`config.mk`:
```
export PLATFORM = sky130hd
export DESIGN_NAME = sdram_port_arbiter
export DESIGN_NICKNAME = d
export VERILOG_FILES = /design/src/rtl/sdram_arb_pkg.sv /design/src/rtl/sdram_port_arbiter.sv
export SDC_FILE = /design/constraint.sdc
export NUM_CORES = 1
export LEC_CHECK = 0
export CAP_MARGIN = 20
export CORE_UTILIZATION = 44
export CTS_CLUSTER_DIAMETER = 40
export CTS_CLUSTER_SIZE = 30
export DETAILED_ROUTE_END_ITERATION = 8
export GPL_ROUTABILITY_DRIVEN = 0
export MAX_ROUTING_LAYER = met4
export PLACE_DENSITY = 0.8
export SLEW_MARGIN = 10
export SYNTH_ARGS = -nofsm -noshare
export SYNTH_HDL_FRONTEND = slang
export SYNTH_SLANG_ARGS = --single-unit
export TNS_END_PERCENT = 1
```
`constraint.sdc`:
```
create_clock -name clk_sys -period 2.8 [get_ports clk_sys]
set_clock_uncertainty 0.15 [all_clocks]
set_input_delay 0.28 -clock clk_sys [delete_from_list [all_inputs] [get_ports clk_sys]]
set_output_delay 0.28 -clock clk_sys [all_outputs]
set_load 0.01 [all_outputs]
```
`src/rtl/sdram_arb_pkg.sv`:
```
// Shared types and constants for the SDRAM port arbiter.
package sdram_arb_pkg;

  typedef enum logic [1:0] {
    IDLE,
    ISSUE,
    WAIT,
    DONE
  } state_t;

  typedef enum logic {
    PORT_A,
    PORT_B
  } port_t;

  localparam logic [7:0] ERR_DATA = 8'hFF;

endpackage

```
`src/rtl/sdram_port_arbiter.sv`:
```
// Two-master arbiter in front of the byte-wide SDRAM controller port.
// A has fixed priority; a streak limit guarantees B a slot under sustained A traffic.
module sdram_port_arbiter
  import sdram_arb_pkg::*;
#(
  parameter int AW           = 25,
  parameter int DW           = 8,
  parameter int TIMEOUT      = 255,
  parameter int A_STREAK_MAX = 4
) (
  input  logic          clk_sys,
  input  logic          reset,
  input  logic [AW-1:0] a_addr,
  input  logic [DW-1:0] a_din,
  input  logic          a_rd,
  input  logic          a_we,
  output logic [DW-1:0] a_dout,
  output logic          a_ack,
  output logic          a_err,
  input  logic [AW-1:0] b_addr,
  input  logic [DW-1:0] b_din,
  input  logic          b_rd,
  input  logic          b_we,
  output logic [DW-1:0] b_dout,
  output logic          b_ack,
  output logic          b_err,
  output logic [AW-1:0] mem_addr,
  output logic [DW-1:0] mem_din,
  output logic          mem_rd,
  output logic          mem_we,
  input  logic [DW-1:0] mem_dout,
  input  logic          mem_ready,
  output logic          busy
);

  localparam int TW = $clog2(TIMEOUT + 1);
  localparam int SW = $clog2(A_STREAK_MAX + 1);

  state_t        state, state_nx;
  port_t         port_q;
  logic [AW-1:0] addr_q;
  logic [DW-1:0] din_q;
  logic          wr_q;
  logic [TW-1:0] timer;
  logic [SW-1:0] streak;

  logic a_req, b_req, grant_b, strobe, finish;

  always_comb begin
    a_req    = a_rd | a_we;
    b_req    = b_rd | b_we;
    grant_b  = b_req && (!a_req || streak == SW'(A_STREAK_MAX));
    finish   = mem_ready || (timer == TW'(TIMEOUT - 1));
    state_nx = state;
    unique case (state)
      IDLE:    if (a_req || b_req) state_nx = ISSUE;
      ISSUE:   state_nx = WAIT;
      WAIT:    if (finish) state_nx = DONE;
      DONE:    state_nx = IDLE;
      default: state_nx = IDLE;
    endcase
  end

  // Strobes are decoded from state so an async reset removes them at once.
  assign strobe   = (state == ISSUE) || (state == WAIT);
  assign mem_rd   = strobe && !wr_q;
  assign mem_we   = strobe && wr_q;
  assign mem_addr = addr_q;
  assign mem_din  = din_q;
  assign busy     = (state != IDLE);

  always_ff @(posedge clk_sys or posedge reset) begin
    if (reset) state <= IDLE;
    else       state <= state_nx;
  end

  always_ff @(posedge clk_sys or posedge reset) begin
    if (reset) begin
      port_q <= PORT_A;
      addr_q <= '0;
      din_q  <= '0;
      wr_q   <= 1'b0;
      timer  <= '0;
      streak <= '0;
      a_dout <= '0;
      b_dout <= '0;
      a_ack  <= 1'b0;
      b_ack  <= 1'b0;
      a_err  <= 1'b0;
      b_err  <= 1'b0;
    end else begin
      a_ack <= 1'b0;
      b_ack <= 1'b0;
      a_err <= 1'b0;
      b_err <= 1'b0;
      unique case (state)
        IDLE: begin
          if (a_req || b_req) begin
            port_q <= grant_b ? PORT_B : PORT_A;
            addr_q <= grant_b ? b_addr : a_addr;
            din_q  <= grant_b ? b_din : a_din;
            wr_q   <= grant_b ? b_we : a_we;
          end
          if (grant_b || !b_req)
            streak <= '0;
          else if (a_req && streak != SW'(A_STREAK_MAX))
            streak <= streak + SW'(1);
        end
        ISSUE: timer <= '0;
        WAIT: begin
          timer <= timer + TW'(1);
          // mem_ready takes precedence over a coincident timeout.
          if (finish) begin
            if (port_q == PORT_A) begin
              a_ack <= 1'b1;
              a_err <= !mem_ready;
              if (!wr_q) a_dout <= mem_ready ? mem_dout : DW'(ERR_DATA);
            end else begin
              b_ack <= 1'b1;
              b_err <= !mem_ready;
              if (!wr_q) b_dout <= mem_ready ? mem_dout : DW'(ERR_DATA);
            end
          end
        end
        default: ;
      endcase
    end
  end

endmodule
```
After elaboration in Yosys (flattened, before gate mapping) --
Index checks and enable logic that the tools add are counted.
Operators by class: reductions and logical operators 22, bitwise gates (word level) 4, eq/ne operators 8, muxes and demuxes 23, add/sub/neg operators 2
Operators by type and width (count):
- two-way mux 25 bit | 1
- two-way mux 8 bit | 2
- one-hot mux 8 bit (2 select lines) | 1
- two-way mux 1 bit | 14
- adder 8 x 1 -> 8 bit, second input constant | 1
- == test 8 bit, second input constant | 1
- one-hot mux 2 bit (4 select lines) | 1
- AND reduction 4 bit | 2
- two-way mux 3 bit | 2
- AND reduction 2 bit | 3
- nonzero test 2 bit | 3
- logical OR 1 bit | 5
- == test 2 bit, second input constant | 2
- logical AND 1 bit | 4
- logical NOT 1 bit | 4
- two-way mux 2 bit | 2
- inequality test 2 bit, second input constant | 2
- adder 3 x 1 -> 3 bit, second input constant | 1
- == test 3 bit, second input constant | 1
- inequality test 3 bit, second input constant | 1
- == test 2 x 1 -> 1 bit, second input constant | 1
- logical NOT 2 bit | 1
- NOT 1 bit | 2
- OR 1 bit | 2
Word-level totals: input bits 81, logic and storage cells 72, output and inout bits 56, register bits 68

Longest topological paths before layout --
depth after elaboration 7, gate-level depth with buffers 7, gate-level depth less buffers 5

Worst setup path before layout --
Ideal clock, no wire load.
kind register to register, from reg timer[0], to reg b_dout[7], path slack 1.162 ns, path buffers 1, stages on the path, launching flop included 7, setup time 0.125 ns, arrival time 1.362 ns, period minus slack after synthesis 1.638 ns, data required time 2.525 ns, cells stage by stage dfrtp_1 > inv_1 > ha_1 > and3_1 > a21oi_2 > buf_2 > o21ai_1
Between the ends: word-level cells in the longest chain between the ends 3
Ends and longest elaborated chain:
- start, declared | line sdram_port_arbiter.sv:44 | logic [TW-1:0] timer;
- start signal, assigned | line sdram_port_arbiter.sv:111 | timer <= timer + TW'(1);
- == test 8 bit | line sdram_port_arbiter.sv:53 | finish = mem_ready || (timer == TW'(TIMEOUT - 1));
- logical OR 1 bit | line sdram_port_arbiter.sv:53
- AND reduction 4 bit (no source line)
- end signal, assigned | line sdram_port_arbiter.sv:121 | if (!wr_q) b_dout <= mem_ready ? mem_dout : DW'(ERR_DATA);
- end, declared | line sdram_port_arbiter.sv:24 | output logic [DW-1:0] b_dout,
No other way between the ends. A chain may end at the register's enable or synchronous reset.

Worst setup path in the final report --
from reg state[1], to out mem_rd
Between the ends: word-level cells in the longest chain between the ends 3, elaborated cells between the ends (all ways) 4, classes of those cells eq/ne: 2; reduce/logical: 2
Ends and longest elaborated chain:
- start, declared | line sdram_port_arbiter.sv:39 | state_t state, state_nx;
- start signal, assigned | line sdram_port_arbiter.sv:74 | else state <= state_nx;
- == test 2 x 1 -> 1 bit / == test 2 bit (equally long branches) | line sdram_port_arbiter.sv:65 | assign strobe = (state == ISSUE) || (state == WAIT);
- logical OR 1 bit (*) | line sdram_port_arbiter.sv:65
- logical AND 1 bit (*) | line sdram_port_arbiter.sv:66 | assign mem_rd = strobe && !wr_q;
- end, declared | line sdram_port_arbiter.sv:29 | output logic mem_rd,
Every way passes the cells marked *; elsewhere a longest branch is shown, timed or not.

==> results by group <==
Run status
  • Outcome: finished clean

Setup path
  • Slowest-stage cell, CP: clkdlybuf4s50_1
  • CP max FO: 8
  • Worst path arrival time: 2.09 ns
  • CP Launch Type: flop
  • Largest stage delay, worst path: 0.54 ns
  • Cell family with most CP delay: buffers and inverters
  • CP cell instances: inv_1, ha_1, inv_1, nor2_1, clkdlybuf4s50_1
  • Worst r2r path cells: 6
  • CP required: 2.37 ns
  • WP depth: 5
  • Worst Path Buf+Inv: 3
  • Most frequent CP cell: inv_1
  • R2R Path Start: state[0]
  • WS Path Type: reg2out
  • Setup slack, reg-to-reg: 0.43 ns
  • Reg2reg end: mem_addr[3]
  • Crit. End Element: output pin

Drt
  • DR WL met2: 4910 um
  • DRT Wirelength: 9890 um
  • DRC: 0
  • Initial DRC Count: 149
  • Vias per cell: 5.54
  • DRT antenna net count: 0
  • Via count: between 3000 and 4000
  • Wire per inst: approximately 16 um
  • M1 WL: 4040 um
  • WL met3: between 500 and 600 um
  • DRT Pass-1 Iters: 4
  • DR top layer: met4

Finish
  • Layout Nets: 591
  • Layout cell share with drive strength beyond 1: 0.118
  • Fillers: 646
  • N_diodes: 0
  • Area growth from synthesis to layout: 45.3%
  • Non-filler cells in the finished layout: 611

GRT
  • GRT Resource Usage Total: 0.248
  • Global-route wire length before repair: 16100 um
  • Antenna violations before repair: 0
  • Largest net degree at the start of global routing: 39
  • Total gr overflow: 0
  • Vias in the first global route: 3389

STA
  • Final worst slack: 0.278 ns
  • Worst Max-Slew Pin Slew: 0.753 ns
  • Final Cycle Share: 0.901
  • FMAX: 0.397 GHz
  • Slew Limit Headroom: 0.498
  • Max Slew Vio Count: 0
  • Min Clock Period, post-route: 2.52 ns
  • Final setup vio count: 0
  • RSZ-0062 raised after global routing: false
  • TNS Setup: 0 ns
  • Final Hold Viols: 0

Synthesis
  • Most frequent cell after synthesis: dfrtp_1
  • Number of synthesized flops with an enable pin: 0
  • Synth Net Count: about 470
  • Synth area leaders: dfrtp_1 48%, o21ai_0 8.4%, a21oi_2 7.1%
  • Synth cell types: 41
  • FF+latch count, synth: a little under 70
  • Synth async-reset ratio: 1.00
  • Mapped cell area: 3560 um^2
  • Ys flop type: dfrtp_1
  • Synth top area share: 0.478
  • Syn. warnings: 0
  • Mapped Cells: 379
  • Post-synth top area cell: dfrtp_1
  • Syn_area_per_cell: between 9 and 10 um^2
  • Seq/Total Area, Yosys: 0.478
  • Commonest cells post-synth: 68 x dfrtp_1, 60 x o21ai_0, 38 x nor2_1

Floorplanning
  • Die Area: 8450 um^2
  • Core ar.: roughly 8000 um^2
  • Die H: slightly above 90 um
  • Ports: about 140
  • Row cnt: 32
  • Chip width: 91.9 um
  • Initial core utilization: 0.458

Placed design
  • Port bufs: between 100 and 150
  • Worst slack, placed: between 0.4 and 0.5 ns
  • Placed Cells: 595
  • Dpl hpwl: 6900 um

Clock network
  • Postcts setup bufs: 0
  • Cts hold-fix bufs: 0
  • Num CTS Buffers: 9
  • CTS tree: yes
  • H-tree levels: 3
  • Worst-skew pair later-pin latency: 0.34 ns
  • Clk slew on worst S/H paths: 0.07 ns
  • Root buffer cell: clkbuf_8
  • Clk sinks: 68
  • Maximum clock path buffer count: 2
  • Resized cells post-CTS: 0

Power
  • P_leak: 2.02 nW
  • Worst VDD drop: 0.348 mV
  • Pwr/cell area: 1010 nW/um^2

Run
  • Max Cap Violations: 0

Hold path
  • Worst min path class: in2async
==> worst reg2reg max path, stage by stage, from the launching register on <==
cell and delay [ns]:
dfrtp_1 0.36, inv_1 0.11, ha_1 0.48, o41a_1 0.53, buf_4 0.39, nor2_1 0.10
a21oi_1 0.17
==> sequential cells by signal, summed over array words and instances (netlist names) <==
signal / cells
mem_addr: 25
a_dout: 8
b_dout: 8
mem_din: 8
timer: 8
streak: 3
state: 2
a_ack: 1
a_err: 1
b_ack: 1
b_err: 1
port_q: 1
wr_q: 1
==> layout make-up <==
class / count / area [um^2] / area share
flip-flops and latches: 68 / 1700 / 0.329
multi-input cells: 269 / 1660 / 0.320
repair buffers: 145 / 1440 / 0.279
clock buffers: 12 / 155 / 0.0300
well taps: 102 / 128 / 0.0247
clock inverters: 4 / 47.5 / 0.00919
inverters: 11 / 41.3 / 0.00798
==> stage by stage <==
step / hold WS [ns] / util / power [W] / area, um^2
floorplan: 0.280 / - / 0.00323 / 3560
global placement: 0.347 / 0.640 / 0.00434 / 4970
detailed placement: 0.347 / 0.640 / 0.00443 / 4970
CTS: 0.222 / 0.666 / 0.00527 / 5170
global route: 0.276 / 0.666 / 0.00562 / 5170
finish: 0.215 / 0.666 / 0.00525 / 5170
==> cell usage in the layout (no fill, tap or decap), types with 2 or more instances in the layout <==
| master | Yosys | final |
|---|---|---|
| inv_1 | 11 | 10 |
| or4_1 | 2 | 2 |
| nor2_1 | 38 | 37 |
| dfrtp_1 | 68 | 68 |
| o31ai_1 | 2 | 2 |
| o21ai_1 | 8 | 8 |
| clkbuf_8 | 0 | 11 |
| nand2_1 | 7 | 7 |
| nand3b_1 | 8 | 8 |
| nor4_1 | 3 | 3 |
| ha_1 | 6 | 6 |
| a211o_1 | 2 | 2 |
| nor2b_1 | 3 | 3 |
| nand3_1 | 26 | 26 |
| clkdlybuf4s50_1 | 0 | 136 |
| buf_4 | 0 | 8 |
| a31oi_1 | 33 | 33 |
| clkinv_2 | 0 | 2 |
| a21oi_1 | 9 | 9 |
| nand4_1 | 3 | 3 |
| a21oi_2 | 29 | 29 |
| mux2i_1 | 3 | 3 |
| o211ai_1 | 3 | 3 |
| o2bb2ai_1 | 4 | 4 |
| o21ai_0 | 60 | 60 |
| nor3_1 | 2 | 2 |
| nand2b_1 | 3 | 3 |
==> logic make-up (layout without fill, tap and decap cells) <==
family,after synthesis,in the layout,synth area share
AO/OA/AOI/OAI,159,159,0.294
AND/OR/NAND/NOR,101,101,0.141
flip-flops,68,68,0.478
buffers and inverters,42,172,0.0570
adder cells (fa/ha/maj),6,6,0.0211
multiplexers,3,3,0.00844
==> where the power goes <==
| group | total, W | switching [W] | internal (W) |
|---|---|---|---|
| clock network | 0.000828 | 0.000371 | 0.000457 |
| logic | 0.00277 | 0.00143 | 0.00134 |
| registers | 0.00165 | 0.000245 | 0.00140 |
==> routing by layer <==
layer | vias up | global-route usage
li1 | 1641 | -
met1 | 1589 | 0.297
met2 | 124 | 0.399
met3 | 31 | 0.0406
met4 | 0 | 0.137
met5 | - | -
==> worst max-delay path by stage <==
stage	end	start	slack, ns
6_report	mem_rd	state[1]	0.28
5_1_grt	mem_rd	state[1]	0.15
3_5_place_dp	mem_addr[3]	a_we	0.50
2_1_floorplan	a_ack	reset	0.66
3_3_place_gp	mem_addr[13]	a_we	0.60
4_1_cts	mem_rd	state[1]	0.25
No activity file was read; power rests on OpenSTA's default activity.
